===== src/rtl/axis_upsizer.sv =====
// axis_upsizer: AXI4-Stream width up-converter.
// Packs RATIO narrow input beats little-endian into one wide output beat.
// A packet end (TLAST) flushes a partial word with unfilled lanes zeroed.
// One output register sits between the accumulator and the master port;
// the input is stalled only while that register holds an unaccepted word.
module axis_upsizer #(
  parameter int S_DATA_WIDTH = 64,
  parameter int RATIO        = 8
) (
  input  logic                              aclk,
  input  logic                              areset,
  input  logic [S_DATA_WIDTH-1:0]           S_AXIS_TDATA,
  input  logic [S_DATA_WIDTH/8-1:0]         S_AXIS_TKEEP,
  input  logic                              S_AXIS_TVALID,
  input  logic                              S_AXIS_TLAST,
  output logic                              S_AXIS_TREADY,
  output logic [S_DATA_WIDTH*RATIO-1:0]     M_AXIS_TDATA,
  output logic [S_DATA_WIDTH*RATIO/8-1:0]   M_AXIS_TKEEP,
  output logic                              M_AXIS_TVALID,
  output logic                              M_AXIS_TLAST,
  input  logic                              M_AXIS_TREADY,
  output logic [31:0]                       word_count
);

  localparam int M_DATA_WIDTH = S_DATA_WIDTH * RATIO;
  localparam int S_KEEP_WIDTH = S_DATA_WIDTH / 8;
  localparam int M_KEEP_WIDTH = M_DATA_WIDTH / 8;
  localparam int LANE_W       = $clog2(RATIO);
  localparam logic [LANE_W-1:0] LAST_LANE = LANE_W'(RATIO - 1);

  // Accumulator state
  logic [M_DATA_WIDTH-1:0] acc_data_q, acc_data_d;
  logic [M_KEEP_WIDTH-1:0] acc_keep_q, acc_keep_d;
  logic [LANE_W-1:0]       lane_q, lane_d;

  // Output register state
  logic [M_DATA_WIDTH-1:0] out_data_q, out_data_d;
  logic [M_KEEP_WIDTH-1:0] out_keep_q, out_keep_d;
  logic                    out_last_q, out_last_d;
  logic                    out_valid_q, out_valid_d;
  logic [31:0]             word_count_q, word_count_d;

  // Handshake qualifiers
  logic                    s_ready;
  logic                    in_hs;
  logic                    out_hs;
  logic                    complete;

  // Accumulator merged with the current beat; lanes above it are forced to 0
  logic [M_DATA_WIDTH-1:0] merged_data;
  logic [M_KEEP_WIDTH-1:0] merged_keep;

  // The output register can take a new word when it is empty or being drained now.
  assign s_ready  = !areset && (!out_valid_q || M_AXIS_TREADY);
  assign in_hs    = S_AXIS_TVALID && s_ready;
  assign out_hs   = out_valid_q && M_AXIS_TREADY;
  assign complete = in_hs && ((lane_q == LAST_LANE) || S_AXIS_TLAST);

  // Build the word: earlier lanes from the accumulator, current lane from the input.
  always_comb begin
    // NOTE: every always_comb output gets a default first so no path leaves it
    // unassigned; otherwise synthesis infers a latch to hold the old value.
    merged_data = '0;
    merged_keep = '0;
    for (int i = 0; i < RATIO; i++) begin
      if (LANE_W'(i) < lane_q) begin
        merged_data[i*S_DATA_WIDTH +: S_DATA_WIDTH] = acc_data_q[i*S_DATA_WIDTH +: S_DATA_WIDTH];
        merged_keep[i*S_KEEP_WIDTH +: S_KEEP_WIDTH] = acc_keep_q[i*S_KEEP_WIDTH +: S_KEEP_WIDTH];
      end else if (LANE_W'(i) == lane_q) begin
        merged_data[i*S_DATA_WIDTH +: S_DATA_WIDTH] = S_AXIS_TDATA;
        merged_keep[i*S_KEEP_WIDTH +: S_KEEP_WIDTH] = S_AXIS_TKEEP;
      end
    end
  end

  // Next-state for accumulator, output register and handshake counter.
  always_comb begin
    acc_data_d   = acc_data_q;
    acc_keep_d   = acc_keep_q;
    lane_d       = lane_q;
    out_data_d   = out_data_q;
    out_keep_d   = out_keep_q;
    out_last_d   = out_last_q;
    out_valid_d  = out_valid_q;
    word_count_d = word_count_q;

    // A drained word empties the register unless a completion refills it below.
    if (out_hs) begin
      out_valid_d  = 1'b0;
      word_count_d = word_count_q + 32'd1;
    end

    if (in_hs) begin
      if (complete) begin
        out_data_d  = merged_data;
        out_keep_d  = merged_keep;
        out_last_d  = S_AXIS_TLAST;
        out_valid_d = 1'b1;
        acc_data_d  = '0;
        acc_keep_d  = '0;
        lane_d      = '0;
      end else begin
        acc_data_d  = merged_data;
        acc_keep_d  = merged_keep;
        lane_d      = lane_q + 1'b1;
      end
    end
  end

  // State registers; reset discards any partial word and any pending output.
  always_ff @(posedge aclk or posedge areset) begin
    if (areset) begin
      // NOTE: the accumulator is a register bank, not a RAM, so it is reset
      // along with everything else; a mid-packet reset must not leak old lanes.
      acc_data_q   <= '0;
      acc_keep_q   <= '0;
      lane_q       <= '0;
      out_data_q   <= '0;
      out_keep_q   <= '0;
      out_last_q   <= 1'b0;
      out_valid_q  <= 1'b0;
      word_count_q <= '0;
    end else begin
      // NOTE: non-blocking assignments make every register update from the
      // pre-edge values, so ordering inside this block cannot matter.
      acc_data_q   <= acc_data_d;
      acc_keep_q   <= acc_keep_d;
      lane_q       <= lane_d;
      out_data_q   <= out_data_d;
      out_keep_q   <= out_keep_d;
      out_last_q   <= out_last_d;
      out_valid_q  <= out_valid_d;
      word_count_q <= word_count_d;
    end
  end

  assign S_AXIS_TREADY = s_ready;
  assign M_AXIS_TDATA  = out_data_q;
  assign M_AXIS_TKEEP  = out_keep_q;
  assign M_AXIS_TLAST  = out_last_q;
  assign M_AXIS_TVALID = out_valid_q;
  assign word_count    = word_count_q;

endmodule


===== config.mk =====
export PLATFORM = sky130hd
export DESIGN_NAME = axis_upsizer
export DESIGN_NICKNAME = d
export VERILOG_FILES = /design/src/rtl/axis_upsizer.sv
export SDC_FILE = /design/constraint.sdc
export NUM_CORES = 2
export LEC_CHECK = 0
export CORE_MARGIN = 3
export CORE_UTILIZATION = 54
export CTS_CLUSTER_SIZE = 30
export DETAILED_ROUTE_END_ITERATION = 6
export GPL_TIMING_DRIVEN = 1
export PLACE_DENSITY_LB_ADDON = 0.15
export SYNTH_ARGS = -nofsm -noshare
export SYNTH_HDL_FRONTEND = slang
export SYNTH_SLANG_ARGS = --single-unit

===== constraint.sdc =====
create_clock -name aclk -period 58.1 [get_ports aclk]
set_input_delay 14.525 -clock aclk [delete_from_list [all_inputs] [get_ports aclk]]
set_output_delay 14.525 -clock aclk [all_outputs]
set_load 0.03 [all_outputs]

==> summary.txt <==
Critical path
  • Critical path class: in2out
  • CP bufs+invs: 2
  • Worst Setup End Kind: output pin
  • Delay-heaviest family, CP: buffers and inverters
  • Slowest cell on crit path: clkdlybuf4s50_1
  • Max FO, Critical Path: 5
  • Startpoint types: primary input
  • Critical path data required time: 43580 ps
  • Cell Chain, Critical Path: clkdlybuf4s50_1 > nor2b_1 > nor2_1 > clkdlybuf4s50_1
  • Crit-path most repeated cell: clkdlybuf4s50_1
  • R2R Path Start: lane_q[2]$_DFFE_PP0P_
  • Crit path from: M_AXIS_TREADY
  • Crit path arrival time: 16630 ps
  • Highest cell delay on the worst timing path: 690 ps

Yosys
  • Distinct cells, synth: 41
  • Yosys warns: 0
  • Register bit total from synthesis: 1117
  • Post-synth ARST share: 100%
  • Post-synth top flop: dfrtp_1
  • Post-synth design cell area: 44600 um^2
  • Cells after Synth: 3933
  • Seq/Total Area, Yosys: 62.6%
  • Syn_area_per_cell: 11.3 um^2
  • Post-synth EDFFs: 0
  • Post-synthesis net count: 4015

STA
  • Final Cycle Share: 53.6%
  • Worst-Margin Slew: 1590 ps
  • Final Hold Viols: 0
  • Setup violations, final: 0
  • Minimum clock period: 31150 ps
  • Clock skew: 31.7 ps
  • Achievable Freq: 32.1 MHz
  • Rel. slew slack: -5.68%
  • RSZ-0062 raised after global routing: false
  • Final Max Tran Viols: 70
  • Sum Neg Setup Slack: 0 ps

Routing
  • Via count: 35.7k
  • Antenna viol nets, final: 0
  • Per-cell routed wire length: 27.7 um
  • Vias/cell: 6.49
  • DRC Markers: 0
  • Initial DRC Count: 3730
  • Number of detailed-route iterations in the first pass: 5
  • Wirelength, routed: 153000 um

Clocking
  • Clock buffer depth: 3
  • Reg clk slew, reported paths: 60 ps
  • Clk sinks: 1117
  • Clk root buf: clkbuf_16
  • CTS tree: done
  • CTS buffer count: 114
  • Cts hold-fix bufs: 0
  • CTS resizes: 0
  • Total setup buffers inserted after CTS: 0
  • H-tree levels: 3
  • Clk_lat worst skew: 690 ps

Hold path
  • Hold path startpoint: word_count[31]$_DFFE_PP0P_
  • Hold Path Class: reg2reg

Job
  • Max Cap Viol: 0

Floorplanning
  • Row count: 104
  • Number of I/O pins: 688
  • Die area: 86100 um^2
  • Starting Density: 55.0%
  • Die H: 293 um
  • Die W: 293 um
  • CORE AREA: 81200 um^2

Finish
  • Area growth syn-to-layout: 24.2%
  • Antenna Cells: 0
  • Final net count: 4437
  • Fin area: 55400 um^2
  • Share of cells above drive strength 1: 6.12%
  • Filler cells: 6056

Outcome
  • Status: finished with violations
  • Failing checks: slew limit

Placement
  • PortBufs: 687
  • Placed cell areas: 51400 um^2
  • GPL Wtd Cong: 0.817
  • Post-DP HPWL: 86600 um

Global routing
  • Initial antenna violation count: 2
  • GRT Util Overall: 34.9%
  • Vias in the first global route: 35.2k
  • Largest net degree at the start of global routing: 222
  • First-pass GRT wire length: 229000 um
  • Total grt overflow: 0

Power and ir drop
  • Peak VDD IR: 32.3 uV
  • Lkg Pwr: 24.4 nW
  • Pwr Density: 41.3 nW/um^2
-- report_power, final --
part	total [mW]	switching [mW]	leakage (nW)	internal [mW]
combinational	0.570	0.375	7.95	0.195
sequential	0.934	0.0635	14.4	0.870
clock	0.786	0.311	1.98	0.475
total	2.29	0.749	24.4	1.54
-- per-stage QoR --
step	hold slack, ps	utilization (%)	std cells	worst slack [ps]	power [mW]
4_1_cts	479	68.3	5502	26970	2.30
5_1_grt	506	68.3	5502	26870	2.37
2_1_floorplan	466	-	3933	12120	1.25
3_3_place_gp	461	63.3	5299	26950	1.50
6_report	471	68.3	5502	26950	2.29
3_5_place_dp	471	63.3	5299	27000	1.51
-- cells by family after synthesis --
| logic type | Yosys count | share of synthesized area (%) |
|---|---|---|
| XOR/XNOR | 31 | 0.608 |
| AO/OA/AOI/OAI | 1092 | 20.6 |
| buffers and inverters | 435 | 4.61 |
| adder cells (fa/ha/maj) | 5 | 0.140 |
| AND/OR/NAND/NOR | 1252 | 11.4 |
| flip-flops | 1117 | 62.6 |
| multiplexers | 1 | 0.0252 |
-- sequential cells by signal, summed over array words and instances (netlist names) --
name           flops
M_AXIS_TDATA     512
acc_data_q       448
M_AXIS_TKEEP      64
acc_keep_q        56
word_count        32
lane_q             3
M_AXIS_TLAST       1
M_AXIS_TVALID      1
-- cells in the mapped netlist (2+ instances only) --
| master | instances | area share (%) |
|---|---|---|
| o21ai_2 | 3 | 0.059 |
| nor3_4 | 3 | 0.11 |
| and3_1 | 9 | 0.13 |
| xnor2_1 | 28 | 0.55 |
| buf_1 | 14 | 0.12 |
| inv_1 | 4 | 0.034 |
| a21o_1 | 3 | 0.050 |
| nor3_1 | 5 | 0.056 |
| a31oi_1 | 147 | 2.1 |
| o21ai_0 | 2 | 0.022 |
| a22o_1 | 578 | 11 |
| xor2_1 | 3 | 0.059 |
| nand4b_1 | 2 | 0.039 |
| dfrtp_1 | 1117 | 63 |
| nor2b_1 | 3 | 0.042 |
| buf_4 | 23 | 0.39 |
| nor2_2 | 5 | 0.070 |
| buf_2 | 140 | 1.6 |
| nand4_1 | 14 | 0.20 |
| buf_6 | 22 | 0.56 |
| inv_2 | 2 | 0.017 |
| nor2_1 | 871 | 7.3 |
| ha_1 | 5 | 0.14 |
| and2_1 | 3 | 0.042 |
| clkbuf_1 | 230 | 1.9 |
| nand3_1 | 160 | 1.8 |
| a221oi_1 | 357 | 7.0 |
| nand2_1 | 167 | 1.4 |
-- final cells by class --
class                           count  area, um^2  area share (%)
Timing Repair Buffer              735        7290            13.1
Clock buffer                      160        3310            5.97
Sequential cell                  1117       28000            50.4
Inverter                            6        30.0          0.0542
Multi-Input combinational cell   2381       14800            26.7
Clock inverter                     43         718            1.30
Tap cell                         1060        1330            2.39
-- placed cells by master (no fill, tap or decap), types with 18 or more instances in the layout --
| cell | instances |
|---|---|
| buf_4 | 44 |
| clkbuf_16 | 117 |
| bufinv_16 | 18 |
| dfrtp_1 | 1115 |
| nand3_1 | 159 |
| a31oi_1 | 147 |
| clkbuf_1 | 21 |
| a221oi_1 | 357 |
| clkdlybuf4s50_1 | 687 |
| a22o_1 | 578 |
| nor2_1 | 869 |
| xnor2_1 | 28 |
| nand2_1 | 164 |
| clkbuf_8 | 22 |
-- worst register-to-register path: cells and delay by family, from the launching register on --
family	cells	cell delay (ps)
flip-flops	1	740
adder cells (fa/ha/maj)	1	390
AND/OR/NAND/NOR	3	430
AO/OA/AOI/OAI	1	220
buffers and inverters	3	2530
-- per-layer routing --
layer / global-route usage (%) / vias up / part of all wire (%)
met2: 52.8 / 1870 / 46
met3: 8.99 / 349 / 9.5
met4: 16.8 / 4 / 5.1
met1: 47.5 / 18299 / 40
li1: - / 15167 / -
met5: 0 / - / 0.018
-- path summary, 6_finish.rpt --
check / end / slack [ps] / cells after the start
max: S_AXIS_TREADY / 26950 / 4
min: word_count[31]$_DFFE_PP0P_ / 470 / 1
max reg2reg: M_AXIS_TDATA[164]$_DFFE_PP0P_ / 53710 / 8
min reg2reg: word_count[31]$_DFFE_PP0P_ / 470 / 1
max in group asynchronous: acc_data_q[188]$_DFFE_PP0P_ / 40420 / 5
min in group asynchronous: M_AXIS_TDATA[465]$_DFFE_PP0P_ / 14450 / 2
(Power assumes the default switching activity.)
